### src/rtl/tm1638_pkg.sv
// Shared constants, state type and command-word packing for the TM1638 display sequencer.
package tm1638_pkg;

  localparam logic [7:0] CMD_DATA_FIXED = 8'h44;
  localparam logic [7:0] CMD_ADDR_BASE  = 8'hC0;
  localparam logic [7:0] CMD_DISP_BASE  = 8'h80;

  localparam int WORD_W       = 18;
  localparam int BIT_WRITE    = 17;
  localparam int BIT_HAS_DATA = 16;
  localparam int DATA_LSB     = 8;
  localparam int CMD_LSB      = 0;

  localparam int         BUF_DEPTH = 16;
  localparam logic [4:0] LAST_STEP = 5'd17;

  typedef enum logic [2:0] {
    ST_STARTUP,
    ST_IDLE,
    ST_ISSUE,
    ST_WAIT_ACK,
    ST_WAIT_DONE
  } state_t;

  function automatic logic [WORD_W-1:0] tm1638_word(input logic       i_Write,
                                                    input logic       i_Has_Data,
                                                    input logic [7:0] i_Data,
                                                    input logic [7:0] i_Cmd);
    logic [WORD_W-1:0] w_Word;
    w_Word                  = '0;
    w_Word[BIT_WRITE]       = i_Write;
    w_Word[BIT_HAS_DATA]    = i_Has_Data;
    w_Word[DATA_LSB +: 8]   = i_Data;
    w_Word[CMD_LSB +: 8]    = i_Cmd;
    return w_Word;
  endfunction

endpackage

### src/rtl/tm1638_display_sequencer_if.sv
// Command-word handshake between the display sequencer and the TM1638 SPI stage.
interface tm1638_display_sequencer_if;
  logic [17:0] o_Data;
  logic        o_Data_Ready;
  logic        i_SPI_Busy;

  modport master (output o_Data, output o_Data_Ready, input  i_SPI_Busy);
  modport slave  (input  o_Data, input  o_Data_Ready, output i_SPI_Busy);
endinterface

### src/rtl/tm1638_disp_buf.sv
// 16x8 display image with asynchronous read and a dirty flag that tracks unsent content.
module tm1638_disp_buf
  import tm1638_pkg::*;
(
  input  logic       i_Clk,
  input  logic       i_Rst,
  input  logic       i_Wr_En,
  input  logic [3:0] i_Wr_Addr,
  input  logic [7:0] i_Wr_Data,
  input  logic [3:0] i_Rd_Addr,
  output logic [7:0] o_Rd_Data,
  input  logic       i_Mark,
  input  logic       i_Clr,
  output logic       o_Dirty
);

  logic [7:0] r_Mem [BUF_DEPTH];
  logic       r_Dirty;

  // A write must never be lost by a simultaneous clear; a weak mark loses to the clear.
  always_ff @(posedge i_Clk) begin
    if (i_Rst) begin
      for (int i = 0; i < BUF_DEPTH; i++) r_Mem[i] <= 8'h00;
      r_Dirty <= 1'b1;
    end else begin
      if (i_Wr_En) r_Mem[i_Wr_Addr] <= i_Wr_Data;
      if (i_Wr_En)     r_Dirty <= 1'b1;
      else if (i_Clr)  r_Dirty <= 1'b0;
      else if (i_Mark) r_Dirty <= 1'b1;
    end
  end

  assign o_Rd_Data = r_Mem[i_Rd_Addr];
  assign o_Dirty   = r_Dirty;

endmodule

### src/rtl/tm1638_display_sequencer.sv
// Streams 18-command TM1638 frames (data cmd, 16 address writes, display control) to the SPI stage.
module tm1638_display_sequencer
  import tm1638_pkg::*;
#(
  parameter logic [15:0] STARTUP_CYCLES = 16'd1000,
  parameter bit          AUTO_REFRESH   = 1'b1
) (
  input  logic       i_Clk,
  input  logic       i_Rst,
  input  logic       i_Wr_En,
  input  logic [3:0] i_Wr_Addr,
  input  logic [7:0] i_Wr_Data,
  input  logic [2:0] i_Brightness,
  input  logic       i_Display_On,
  input  logic       i_Refresh,
  tm1638_display_sequencer_if.master spi,
  output logic       o_Busy,
  output logic       o_Frame_Done
);

  state_t      r_State, w_Next_State;
  logic [4:0]  r_Step, w_Next_Step;
  logic [15:0] r_Delay, w_Next_Delay;
  logic [17:0] r_Data, w_Next_Data;
  logic        r_Data_Ready, w_Next_Ready;
  logic        r_Frame_Done, w_Next_Done;
  logic [3:0]  r_Last_Ctrl, w_Next_Last_Ctrl;

  logic [3:0]  w_Ctrl;
  logic [3:0]  w_Rd_Addr;
  logic [7:0]  w_Rd_Data;
  logic [17:0] w_Word;
  logic        w_Dirty;
  logic        w_Clr_Dirty;
  logic        w_Mark_Dirty;

  assign w_Ctrl    = {i_Display_On, i_Brightness};
  assign w_Rd_Addr = r_Step[3:0] - 4'd1;

  tm1638_disp_buf u_buf (
    .i_Clk     (i_Clk),
    .i_Rst     (i_Rst),
    .i_Wr_En   (i_Wr_En),
    .i_Wr_Addr (i_Wr_Addr),
    .i_Wr_Data (i_Wr_Data),
    .i_Rd_Addr (w_Rd_Addr),
    .o_Rd_Data (w_Rd_Data),
    .i_Mark    (w_Mark_Dirty),
    .i_Clr     (w_Clr_Dirty),
    .o_Dirty   (w_Dirty)
  );

  // Buffer bytes and control settings are sampled live when each command is issued.
  always_comb begin
    if (r_Step == 5'd0)
      w_Word = tm1638_word(1'b1, 1'b0, 8'h00, CMD_DATA_FIXED);
    else if (r_Step == LAST_STEP)
      w_Word = tm1638_word(1'b1, 1'b0, 8'h00, CMD_DISP_BASE | {4'h0, w_Ctrl});
    else
      w_Word = tm1638_word(1'b1, 1'b1, w_Rd_Data, CMD_ADDR_BASE | {4'h0, w_Rd_Addr});
  end

  always_comb begin
    w_Next_State     = r_State;
    w_Next_Step      = r_Step;
    w_Next_Delay     = r_Delay;
    w_Next_Data      = r_Data;
    w_Next_Ready     = 1'b0;
    w_Next_Done      = 1'b0;
    w_Next_Last_Ctrl = r_Last_Ctrl;
    w_Clr_Dirty      = 1'b0;
    w_Mark_Dirty     = 1'b0;
    case (r_State)
      ST_STARTUP: begin
        if (r_Delay == STARTUP_CYCLES - 16'd1) w_Next_State = ST_IDLE;
        else                                   w_Next_Delay = r_Delay + 16'd1;
      end
      ST_IDLE: begin
        // Control changes only mark dirty between frames; the final command of a frame sends them anyway.
        w_Mark_Dirty = (w_Ctrl != r_Last_Ctrl);
        if ((AUTO_REFRESH && w_Dirty) || i_Refresh) begin
          w_Next_Step  = 5'd0;
          w_Clr_Dirty  = 1'b1;
          w_Next_State = ST_ISSUE;
        end
      end
      ST_ISSUE: begin
        if (!spi.i_SPI_Busy) begin
          w_Next_Data  = w_Word;
          w_Next_Ready = 1'b1;
          w_Next_State = ST_WAIT_ACK;
          if (r_Step == LAST_STEP) w_Next_Last_Ctrl = w_Ctrl;
        end
      end
      ST_WAIT_ACK: begin
        if (spi.i_SPI_Busy) w_Next_State = ST_WAIT_DONE;
      end
      ST_WAIT_DONE: begin
        if (!spi.i_SPI_Busy) begin
          if (r_Step == LAST_STEP) begin
            w_Next_Done  = 1'b1;
            w_Next_State = ST_IDLE;
          end else begin
            w_Next_Step  = r_Step + 5'd1;
            w_Next_State = ST_ISSUE;
          end
        end
      end
      default: w_Next_State = ST_STARTUP;
    endcase
  end

  always_ff @(posedge i_Clk) begin
    if (i_Rst) begin
      r_State      <= ST_STARTUP;
      r_Step       <= 5'd0;
      r_Delay      <= 16'd0;
      r_Data       <= 18'h0;
      r_Data_Ready <= 1'b0;
      r_Frame_Done <= 1'b0;
      r_Last_Ctrl  <= 4'h0;
    end else begin
      r_State      <= w_Next_State;
      r_Step       <= w_Next_Step;
      r_Delay      <= w_Next_Delay;
      r_Data       <= w_Next_Data;
      r_Data_Ready <= w_Next_Ready;
      r_Frame_Done <= w_Next_Done;
      r_Last_Ctrl  <= w_Next_Last_Ctrl;
    end
  end

  assign spi.o_Data       = r_Data;
  assign spi.o_Data_Ready = r_Data_Ready;
  assign o_Busy           = (r_State != ST_IDLE);
  assign o_Frame_Done     = r_Frame_Done;

endmodule
### src/flat_wrapper.sv
// flat-port wrapper written by rule: the top's interface ports become plain ports
module tm1638_display_sequencer_flat import tm1638_pkg::*;
#(
  parameter logic [15:0] STARTUP_CYCLES = 16'd1000,
  parameter bit          AUTO_REFRESH   = 1'b1
)
  (i_Clk, i_Rst, i_Wr_En, i_Wr_Addr, i_Wr_Data, i_Brightness, i_Display_On, i_Refresh, o_Busy, o_Frame_Done, spi_o_Data, spi_o_Data_Ready, spi_i_SPI_Busy);
  tm1638_display_sequencer_if spi_i ();
  input  logic i_Clk;
  input  logic i_Rst;
  input  logic i_Wr_En;
  input  logic [3:0] i_Wr_Addr;
  input  logic [7:0] i_Wr_Data;
  input  logic [2:0] i_Brightness;
  input  logic i_Display_On;
  input  logic i_Refresh;
  output logic o_Busy;
  output logic o_Frame_Done;
  output wire logic [$bits(spi_i.o_Data)-1:0] spi_o_Data;
  output wire logic [$bits(spi_i.o_Data_Ready)-1:0] spi_o_Data_Ready;
  input wire logic [$bits(spi_i.i_SPI_Busy)-1:0] spi_i_SPI_Busy;
  assign spi_o_Data = spi_i.o_Data;
  assign spi_o_Data_Ready = spi_i.o_Data_Ready;
  assign spi_i.i_SPI_Busy = spi_i_SPI_Busy;
  tm1638_display_sequencer #(.STARTUP_CYCLES(STARTUP_CYCLES), .AUTO_REFRESH(AUTO_REFRESH)) u_core (.i_Clk(i_Clk), .i_Rst(i_Rst), .i_Wr_En(i_Wr_En), .i_Wr_Addr(i_Wr_Addr), .i_Wr_Data(i_Wr_Data), .i_Brightness(i_Brightness), .i_Display_On(i_Display_On), .i_Refresh(i_Refresh), .spi(spi_i), .o_Busy(o_Busy), .o_Frame_Done(o_Frame_Done));
endmodule
### config.mk
export PLATFORM = sky130hd
export DESIGN_NAME = tm1638_display_sequencer_flat
export DESIGN_NICKNAME = d
export VERILOG_FILES = /design/src/rtl/tm1638_pkg.sv /design/src/rtl/tm1638_display_sequencer_if.sv /design/src/rtl/tm1638_disp_buf.sv /design/src/rtl/tm1638_display_sequencer.sv /design/src/flat_wrapper.sv
export SDC_FILE = /design/constraint.sdc
export NUM_CORES = 1
export LEC_CHECK = 0
export ABC_AREA = 0
export BUFFER_PORTS_ARGS = -buffer_cell sky130_fd_sc_hd__buf_2
export CORE_ASPECT_RATIO = 1.2
export CORE_MARGIN = 2
export CORE_UTILIZATION = 66
export DETAILED_ROUTE_END_ITERATION = 6
export GPL_TIMING_DRIVEN = 0
export PLACE_DENSITY = 0.86
export SLEW_MARGIN = 10
export SYNTH_ARGS = -nofsm -noshare
export SYNTH_HDL_FRONTEND = slang
export SYNTH_SLANG_ARGS = --single-unit
### constraint.sdc
create_clock -name i_Clk -period 7.8 [get_ports i_Clk]
set_clock_uncertainty 0.15 [all_clocks]
set_input_delay 2.34 -clock i_Clk [delete_from_list [all_inputs] [get_ports i_Clk]]
set_output_delay 2.34 -clock i_Clk [all_outputs]
set_load 0.01 [all_outputs]
==> impl_metrics.csv <==
group,metric,value,unit
outcome,status,"completed",
clocking,clockBufferDepth,2,
global_route,grt_pass1_wl,30280,um
worst_setup_path,critPathCaptureType,"flop",
global_route,grt_max_degree,17,
route,routedWlPerCell,21.72,um
clocking,h-tree-depth,4,
synthesis,synth_warnings,0,
global_route,track_usage,30.51,%
cells_and_area,multi_input_area,3297,sq um
clocking,clk_pin_slew_worst_paths,0.06,ns
placed_design,gp_congestion,0.8751,
sta,worst_pin_slew,0.7501,ns
sta,fmax,0.2373,GHz
route,ant_nets,0,
worst_setup_path,worstSetupPathType,"input pin to flop",
clocking,cts_tree,"built",
sta,fin_crit_sh,54.03,%
synthesis,yosys-top-cells-area,"edfxtp_1 (46%), dfxtp_1 (11%), and2_1 (9.7%)",
clocking,cts-root-buf,"clkbuf_16",
power_and_ir_drop,power.density,233.3,nW/um^2
worst_setup_path,worst-path-max-fanout,9,
die,start_util,68.04,%
global_route,antenna_found_initial,0,
synthesis,syn_area,8278,sq um
sta,setup_tns,0,ns
route,viasPerCell,6.248,
clocking,clock_insertion_delay_worst_skew,0.44,ns
die,design.core.area,12170,sq um
worst_setup_path,crit_path_start,"i_Wr_Addr[1]",
clocking,post_cts_buffers,0,
placed_design,port_buffers,39,
clocking,ctsResizeCount,0,
power_and_ir_drop,peakVddDrop,0.1463,mV
cells_and_area,seq_area,4785,sq um
cells_and_area,fill_cells,765,
global_route,grt_pass1_vias,5825,
worst_hold_path,hp-start,"u_core.spi.o_Data[7]$_SDFFE_PP0N_",
synthesis,yosysUniqueCellTypes,55,
synthesis,synthTopCellsByCount,"and2_1 (128), edfxtp_1 (128), dfxtp_1 (47)",
sta,drv_slew,0,
die,die_x,106.2,um
route,wl,19290,um
synthesis,ys_async_sr_fraction,0,%
route,num_vias,5548,
sta,relSlewSlack,49.63,%
route,initialDrtViolationCount,569,
synthesis,post_synth.cell_area_avg,12.66,sq um
placed_design,post-place-ws,3.078,ns
clocking,cts.sinks,175,
synthesis,ys_seq_area_share,57.80,%
die,dieArea,13460,sq um
synthesis,synth.largest_area_cell,"edfxtp_1",
route,first_pass_iters,7,
route,drc_errors,0,
synthesis,synth-edff-count,128,
sta,postLayoutSetupSlackWorst,3.586,ns
sta,hold_viol_final,0,
global_route,grt-ovfl-total,0,
worst_setup_path,reg2regPathDepth,10,
worst_setup_path,endpoint,"u_core.u_buf.r_Mem[0][5]$_SDFFCE_PN0P_",
worst_setup_path,rrSetupSlack,4.10,ns
worst_setup_path,crit_path_start_kind,"input pin",
die,die-height,126.7,um
worst_setup_path,cp_data_required_time,7.78,ns
die,ioPinCount,42,
die,rows,44,
synthesis,synthFlopType,"edfxtp_1",
synthesis,postSynthCellCount,654,
worst_setup_path,reg2reg_to,"u_core.spi.o_Data[8]$_SDFFE_PP0N_",
clocking,numCtsBuffers,17,
cells_and_area,syn_to_final_growth,11.58,%
cells_and_area,nets,739,
placed_design,dpl.hpwl,13450,um
cells_and_area,drive_above_1_share,18.60,%
worst_hold_path,hold_path.class,"flop to flop",
sta,finalCriticalPeriod,4.214,ns
clocking,postCtsHoldBufs,0,
worst_setup_path,r2r_start,"u_core.r_Step[0]$_SDFFE_PP0P_",
flow_run,maxCapViolations,0,
synthesis,ys_ff_latch,175,
sta,finalSetupViolations,0,
worst_setup_path,crit_arrival,4.19,ns
sta,rsz0062_at_grt,"no",
power_and_ir_drop,leakage,3.328,nW
synthesis,synth_top_area_share,46.43,%
[layout make-up]
| cell class | count | area share [%] |
|---|---|---|
| clock buffer | 19 | 4.687 |
| multi-input combinational | 435 | 35.69 |
| buffer | 40 | 1.964 |
| clock inverter | 13 | 1.328 |
| sequential | 175 | 51.80 |
| timing repair buffer | 39 | 2.113 |
| inverter | 5 | 0.2032 |
| tap | 161 | 2.181 |
| antenna | 1 | 0.02709 |
[per-layer routing]
metal  vias up  global-route usage, %  routed length, um
met5         -                      0                  0
met2       294                  51.92               9800
li1       2507                      -                  -
met4         0                  18.58                996
met1      2682                  36.32               7070
met3        65                  5.087               1419
[registers in the layout, summed over array words and instances, names as in the netlist]
name	cells
u_core.o_Frame_Done	1
u_core.r_Delay	16
u_core.r_Last_Ctrl	4
u_core.r_State	3
u_core.r_Step	5
u_core.spi.o_Data	16
u_core.spi.o_Data_Ready	1
u_core.u_buf.o_Dirty	1
u_core.u_buf.r_Mem	128
[logic make-up (layout without fill, tap and decap cells)]
kind of cell             after synthesis  in the layout  synth area share, %
buffers and inverters                 45            116                2.418
XOR/XNOR                              13             13                1.375
flip-flops                           175            175                57.80
multiplexers                          49             49                10.84
AO/OA/AOI/OAI                         69             69                5.396
other                                  1              3              0.04530
adder cells (fa/ha/maj)                5              5               0.7557
AND/OR/NAND/NOR                      297            297                21.37
[placed cells by master (no fill, tap or decap), types with 6 or more instances in the layout]
master,instances
o21ai_0,15
edfxtp_1,128
clkbuf_16,17
and2_1,128
nand3_1,13
a31oi_1,9
buf_2,46
or2_2,17
mux4_2,32
o31ai_1,7
xor2_1,8
nor3_1,10
nor2b_1,22
nor2_1,42
clkbuf_1,29
dfxtp_1,47
o31a_1,8
a21oi_1,19
nand2_1,21
or4_1,6
mux2i_1,12
[stage by stage]
step	power, mW	hold slack [ns]	area (sq um)	util, %	cells
global placement	1.339	0.2951	8678	71.33	855
CTS	2.151	0.3197	9234	75.89	887
detailed placement	1.354	0.3114	8678	71.33	855
finish	2.155	0.3170	9236	75.92	888
global route	2.208	0.3438	9234	75.89	887
floorplan	1.268	0.3092	8282	-	655
[how the worst min path moves through the flow]
stage | endpoint | slack (ns) | cells past startpoint
floorplan | u_core.u_buf.o_Dirty$_SDFFE_PP1P_ | 0.31 | 1
global placement | u_core.spi.o_Data[0]$_SDFFE_PP0N_ | 0.30 | 2
detailed placement | u_core.spi.o_Data[7]$_SDFFE_PP0N_ | 0.31 | 2
finish | u_core.spi.o_Data[7]$_SDFFE_PP0N_ | 0.32 | 2
CTS | u_core.spi.o_Data[7]$_SDFFE_PP0N_ | 0.32 | 2
global route | u_core.spi.o_Data[7]$_SDFFE_PP0N_ | 0.34 | 2
[critical path: stages]
cell and delay [ns]:
buf_2 0.12, or4b_2 0.76, nor3_1 0.61, or2_2 0.36
[power by group]
part           internal [mW]  total (mW)  leakage (nW)  switching (mW)
Sequential              1.04        1.07          1.60          0.0211
Clock                  0.466       0.813         0.277           0.347
Combinational          0.117       0.276          1.45           0.159
Power figures use the tool's default switching activity.
